--- config.mk ---
export PLATFORM = sky130hd
export DESIGN_NAME = exec_sequencer
export DESIGN_NICKNAME = d
export VERILOG_FILES = /design/src/rtl/exec_sequencer.sv
export SDC_FILE = /design/constraint.sdc
export NUM_CORES = 1
export LEC_CHECK = 0
export ABC_AREA = 1
export CAP_MARGIN = 20
export CORE_MARGIN = 2
export CORE_UTILIZATION = 47
export DETAILED_ROUTE_END_ITERATION = 12
export PLACE_DENSITY = 0.89
export SLEW_MARGIN = 20
export SYNTH_ARGS = -nofsm -noshare
export SYNTH_HDL_FRONTEND = slang
export SYNTH_SLANG_ARGS = --single-unit
--- constraint.sdc ---
create_clock -name clk -period 2.2 [get_ports clk]
set_input_delay 0.66 -clock clk [delete_from_list [all_inputs] [get_ports clk]]
set_output_delay 0.66 -clock clk [all_outputs]
set_load 0.01 [all_outputs]
--- src/rtl/exec_sequencer.sv ---
// exec_sequencer: multi-cycle RV32I control FSM. Fetches one instruction at a time and
// sequences decode, ALU, data memory, writeback, PC update and trap entry.
module exec_sequencer #(
  parameter int TIMEOUT = 255,
  parameter int CNT_W   = 8
) (
  input  logic        clk,
  input  logic        rst_n,
  input  logic        run,
  input  logic        irq,
  output logic        imem_req,
  input  logic        imem_ack,
  input  logic [31:0] imem_rdata,
  output logic        dec_en,
  output logic [31:0] instr_q,
  input  logic        invalid,
  input  logic [8:0]  mem_op,
  input  logic [7:0]  mechie_op,
  input  logic        br_taken,
  output logic        alu_en,
  output logic        dmem_req,
  output logic        dmem_we,
  input  logic        dmem_ack,
  output logic        rf_we,
  output logic        pc_we,
  output logic [1:0]  pc_sel,
  output logic        trap_valid,
  output logic [3:0]  trap_cause,
  output logic        busy,
  output logic [31:0] instret
);

  localparam logic [2:0] S_IDLE   = 3'd0;
  localparam logic [2:0] S_FETCH  = 3'd1;
  localparam logic [2:0] S_DECODE = 3'd2;
  localparam logic [2:0] S_EXEC   = 3'd3;
  localparam logic [2:0] S_MEM    = 3'd4;
  localparam logic [2:0] S_WFI    = 3'd5;
  localparam logic [2:0] S_WB     = 3'd6;
  localparam logic [2:0] S_TRAP   = 3'd7;

  localparam logic [4:0] OP_BRANCH = 5'b11000;
  localparam logic [4:0] OP_STORE  = 5'b01000;
  localparam logic [4:0] OP_JAL    = 5'b11011;
  localparam logic [4:0] OP_JALR   = 5'b11001;

  // The counter holds the number of ack-less cycles already elapsed, so the
  // TIMEOUT-th waiting cycle is the one where it reads TIMEOUT-1.
  localparam logic [CNT_W-1:0] CNT_LAST = CNT_W'(TIMEOUT - 1);

  logic [2:0]       state;
  logic [2:0]       state_nxt;
  logic [3:0]       cause_nxt;
  logic [CNT_W-1:0] cnt;
  logic             is_store;
  logic             is_ret;
  logic             take;
  logic [4:0]       opcode;
  logic             timed_out;
  logic             unused_ok;

  assign opcode    = instr_q[6:2];
  assign timed_out = (cnt == CNT_LAST);
  assign unused_ok = ^{mechie_op[7:6], mechie_op[3], mem_op[0]};

  always_comb begin
    state_nxt = state;
    cause_nxt = trap_cause;
    case (state)
      S_IDLE: begin
        if (run) state_nxt = S_FETCH;
      end
      S_FETCH: begin
        if (imem_ack) begin
          state_nxt = S_DECODE;
        end else if (timed_out) begin
          state_nxt = S_TRAP;
          cause_nxt = 4'd1;
        end
      end
      S_DECODE: begin
        if (invalid) begin
          state_nxt = S_TRAP;
          cause_nxt = 4'd2;
        end else begin
          state_nxt = S_EXEC;
        end
      end
      S_EXEC: begin
        if (mechie_op[1]) begin
          state_nxt = S_TRAP;
          cause_nxt = 4'd11;
        end else if (mechie_op[0]) begin
          state_nxt = S_TRAP;
          cause_nxt = 4'd3;
        end else if (mechie_op[5]) begin
          state_nxt = S_WFI;
        end else if (|mem_op[8:1]) begin
          state_nxt = S_MEM;
        end else begin
          state_nxt = S_WB;
        end
      end
      S_MEM: begin
        if (dmem_ack) begin
          state_nxt = S_WB;
        end else if (timed_out) begin
          state_nxt = S_TRAP;
          cause_nxt = is_store ? 4'd7 : 4'd5;
        end
      end
      S_WFI: begin
        if (irq) state_nxt = S_WB;
      end
      S_WB, S_TRAP: begin
        state_nxt = run ? S_FETCH : S_IDLE;
      end
      default: state_nxt = S_IDLE;
    endcase
  end

  always_ff @(posedge clk or negedge rst_n) begin
    if (!rst_n) begin
      state      <= S_IDLE;
      cnt        <= '0;
      instr_q    <= 32'd0;
      trap_cause <= 4'd0;
      instret    <= 32'd0;
      is_store   <= 1'b0;
      is_ret     <= 1'b0;
      take       <= 1'b0;
    end else begin
      state      <= state_nxt;
      trap_cause <= cause_nxt;
      if (state == S_FETCH && imem_ack) instr_q <= imem_rdata;
      if ((state == S_FETCH || state == S_MEM) && state_nxt == state) cnt <= cnt + 1'b1;
      else cnt <= '0;
      if (state == S_EXEC) begin
        is_store <= |mem_op[8:6];
        is_ret   <= mechie_op[2] | mechie_op[4];
        take     <= (opcode == OP_JAL) || (opcode == OP_JALR) ||
                    ((opcode == OP_BRANCH) && br_taken);
      end
      if (state == S_WB) instret <= instret + 32'd1;
    end
  end

  assign imem_req   = (state == S_FETCH);
  assign dec_en     = (state == S_DECODE);
  assign alu_en     = (state == S_EXEC);
  assign dmem_req   = (state == S_MEM);
  assign dmem_we    = (state == S_MEM) && is_store;
  assign pc_we      = (state == S_WB) || (state == S_TRAP);
  assign trap_valid = (state == S_TRAP);
  assign busy       = (state != S_IDLE);
  assign rf_we      = (state == S_WB) && (opcode != OP_BRANCH) && (opcode != OP_STORE) &&
                      (instr_q[11:7] != 5'd0);

  always_comb begin
    pc_sel = 2'd0;
    if (state == S_TRAP) begin
      pc_sel = 2'd2;
    end else if (state == S_WB) begin
      if (is_ret) pc_sel = 2'd3;
      else if (take) pc_sel = 2'd1;
    end
  end

endmodule

---- Word-level counts from Yosys, hierarchy flattened ----
Cells that the tools add are included.
word-level totals
  input port bits ......................... 57
  output and inout bits ................... 79
  logic and storage cells ................. 76
  flip-flop bits (word level) ............. 82
cells by class
  equal/unequal tests ..................... 20
  reduce and logical (&&, ||, !) cells .... 19
  bitwise operators ....................... 1
  multiplexer cells ....................... 26
  add/subtract/negate cells ............... 2
operators by type and width
  cell                   number
  $add 32x1->32 const B  1
  $mux 4                 7
  $pmux 3 s7             1
  $mux 3                 6
  $mux 2                 8
  $pmux 4 s4             1
  $eq 5x5->1 const B     3
  $eq 3x3->1 const B     4
  $add 8x1->8 const B    1
  $eq 8x8->1 const B     1
  $mux 8                 1
  $reduce_or 8->1        1
  $logic_and 1x1->1      7
  $reduce_and 7->1       1
  $eq 3x2->1 const B     2
  $ne 2x1->1 const B     3
  $ne 5x4->1 const B     1
  $ne 5x5->1 const B     1
  $reduce_bool 5->1      1
  $logic_or 1x1->1       4
  $ne 2x2->1 const B     2
  $reduce_bool 4->1      1
  $eq 3x1->1 const B     1
  $eq 3x3->1             1
  7 further kinds        8

---- Depth between registers and ports, before layout ----
  depth after elaboration ................. 9
  depth in mapped cells ................... 11
  depth with buffers taken out ............ 11

---- Worst setup path before layout ----
OpenSTA, ideal clock, no wires.
  kind .................................... reg2out
  start ................................... register state[0]
  end ..................................... output pc_sel[0]
  buffers on the path ..................... 2
  stages on the path, launching flop included .. 6
  data required time ...................... 1540 ps
  arrival ................................. 1264 ps
  path slack .............................. 276 ps
  cells stage by stage .................... dfrtp_1 > inv_2 > nand3_1 > buf_4 > buf_1 > a21oi_1
between the ends
  word-level cells in the longest chain between the ends .. 3
ends and longest elaborated chain
  element                 RTL line  text
  from (decl)             51        logic [2:0] state;
  from (signal assigned)  133       state <= state_nxt;
  $eq 3x3->1              163       end else if (state == S_WB) begin
  $mux 2                  163
  $mux 2 (*)              161       if (state == S_TRAP) begin
  to (decl)               26        output logic [1:0] pc_sel,
Mark *: on every way between the ends. The rest lies on a longest branch, timed or not.

---- Final worst setup path ----
  start ................................... register state[2]
  end ..................................... output dec_en
between the ends
  word-level cells in the longest chain between the ends .. 1
ends and longest elaborated chain
  element     RTL line  text
  $eq 3x2->1  149       assign dec_en = (state == S_DECODE);
  to (decl)   14        output logic dec_en,
No other way between the ends.

==> flow_summary.yaml <==
synth:
  yosysWarnings: 0
  synth_top_area_cell: "dfrtp_1"
  ys_ff_latch: 82
  syn_inst: 567
  synth_most_common_cell: "nand2_1"
  avgSynthCellArea_sq_um: 7.46
  ys_types: 33
  yosysTopAreaCellShare_pct: 48.5
  seq_area_frac_synth_pct: 48.5
  synthTopCellsByArea: "dfrtp_1 49%, nand2_1 21%, nor2_1 6.3%"
  syn_nets: 627
  synth-edff-count: 0
  async_flop_share_pct: 100
  synth_ff_type: "dfrtp_1"
  syn-cell-area_sq_mm: 0.00423
  synthTopCellsByCount: "236 x nand2_1, 82 x dfrtp_1, 71 x nor2_1"
final_layout:
  syn_to_final_growth_pct: 40.7
  final_core_util_pct: 68.2
  finalNetCount: 771
  antenna-diode-count: 0
  drive_gt1_share_pct: 7.26
sta:
  max_slew_margin_pct: 67.3
  fin_crit_ns: 2.14
  hold_viol: 0
  tns_ns: 0
  fmax_mhz: 468
  tightest_slew_ns: 0.491
  rsz0062_at_grt: "false"
  fin_skew_ns: 0.0162
  setup_viol: 0
  maxSlewViolCount: 0
  timing.final.crit_share_pct: 97.1
cts:
  htreeDepth: 3
  cts_root_buf: "clkbuf_8"
  insertion_delay_ns: 0.35
  numClockSinks: 82
  cts_buffers: 9
  path_clk_slew_ns: 0.10
  cts_tree: "done"
  clockBufferDepth: 2
power:
  clockPowerShare_pct: 19.9
  p_comb_share_pct: 42.6
  power.internal_mw: 3.65
  p_switching_mw: 2.22
  p_per_area_mw_per_mm2: 986
  seq_power_share_pct: 37.5
  p_leak_nw: 2.78
  ir_drop_mv: 0.625
  switching_share_pct: 37.8
drt:
  drc_errors: 0
  antenna_left: 0
  drt_pre_antenna_iters: 4
  vias_per_cell: 5.04
  drt_iter0_markers: 142
  vias: 4154
  wire_per_inst_um: 13.7
  wl_um: 11300
die:
  io_pins: 136
  die_h_um: 98.9
  dieArea_sq_mm: 0.00978
  core_sq_mm: 0.00872
  num_rows: 34
  initial_core_util_pct: 48.5
  die_w_um: 98.9
global_routing:
  grt_max_degree: 39
  grt_pass1_vias: 4162
  gr-total-overflow: 0
  grt_use_total_pct: 23.8
  antenna_found_initial: 0
  grt_pass1_wl_um: 18900
worst_hold_path:
  hp-class: "in2async"
critical_path:
  criticalPathCategory: "reg2out"
  cp-start-kind: "flop"
  worstPathMaxFanout: 8
  ff2ff_path_depth: 8
  worstPathArrival_ns: 1.48
  cp.required_ns: 1.54
  end_kind: "output port"
run_status:
  status: "complete, no violations"
placed_design:
  dp_hpwl_um: 8630
  globalplace.congestion: 0.951
  port_buffers: 131
run:
  drv_cap: 0
[critical path, cell delays in order, from the launching register on]
cell           delay [ns]
dfrtp_1              0.39
buf_4                0.18
nor2_2               0.15
nand2_2              0.09
inv_1                0.06
dlygate4sd2_1        0.26
[metal layers]
layer  GRT usage, %  part of all wire (%)  wire, um  up-vias
met5              0                     0         0        -
met4           7.17                   1.4       155        0
met3           6.24                   6.9       782       14
met2           41.3                    50      5630      151
met1           29.2                    42      4740     1942
li1               -                     -         -     2047
[repair_timing]
action | CTS | global route
buffers inserted | 1 | 0
resized for setup | 16 | 5
pin swaps | 2 | 1
hold buffers | 0 | 0
setup endpoints to repair | 11 | 2
[stage by stage]
stage | hold WS, ns | setup WS, ns | instances | power, mW | cell area (sq um)
3_5_place_dp | 0.467 | 0.0539 | 807 | 4.72 | 5730
4_1_cts | 0.267 | 0.0303 | 824 | 5.89 | 5950
3_3_place_gp | 0.458 | 0.0881 | 807 | 4.62 | 5730
2_1_floorplan | 0.364 | 0.276 | 567 | 3.37 | 4230
6_report | 0.257 | 0.0634 | 824 | 5.87 | 5950
5_1_grt | 0.284 | 0.00629 | 824 | 6.24 | 5950
[logic make-up after synthesis]
| group | count (synthesis) | synth area share, % |
|---|---|---|
| simple gates | 371 | 36.7 |
| flops | 82 | 48.5 |
| buf+inv | 64 | 6.03 |
| compound gates | 25 | 3.28 |
| xor+xnor | 22 | 4.55 |
| fa+ha+maj | 3 | 0.887 |
[final cells by class]
type	count	area, sq um
well taps	108	135
multi-input cells	421	1940
inverters	54	203
repair buffers	143	1410
flip-flops and latches	82	2050
clock buffers	10	138
fillers	685	2770
clock inverters	6	72.6
[flip-flops by register name, indices dropped and copies added (netlist names)]
name        count
instr_q        32
take            1
is_ret          1
instret        32
trap_cause      4
cnt             8
is_store        1
state           3
[cells in the final DEF, fill, tap and decap left out, drive strengths merged, types with 2 or more instances in the layout]
master and instances:
o21ai 13, nor3 21, clkinv 2, nand4 6
xnor2 7, inv 56, a21oi 6, clkbuf 10
nand3b 4, buf 14, dfrtp 82, clkdlybuf4s50 119
xor2 15, dlygate4sd2 9, nand2 238, nand3 26
o22ai 2, nor2 74, ha 3
[power by group through the flow]
stage / clock network (mW) / registers [mW] / logic [mW]
2_1_floorplan: 0 / 2.33 / 1.05
3_3_place_gp: 0 / 2.19 / 2.43
3_5_place_dp: 0 / 2.22 / 2.50
4_1_cts: 1.20 / 2.19 / 2.50
5_1_grt: 1.25 / 2.24 / 2.74
6_report: 1.17 / 2.20 / 2.50
[final timing paths]
check	start	end	slack, ns
max in group asynchronous	rst_n	instr_q[16]	1.35
min reg2reg	trap_cause[1]	trap_cause[1]	0.48
min	rst_n	instret[15]	0.26
min in group clk	trap_cause[1]	trap_cause[1]	0.48
max reg2reg	state[0]	instret[17]	0.45
max	state[2]	dec_en	0.06
(Power assumes the default switching activity.)
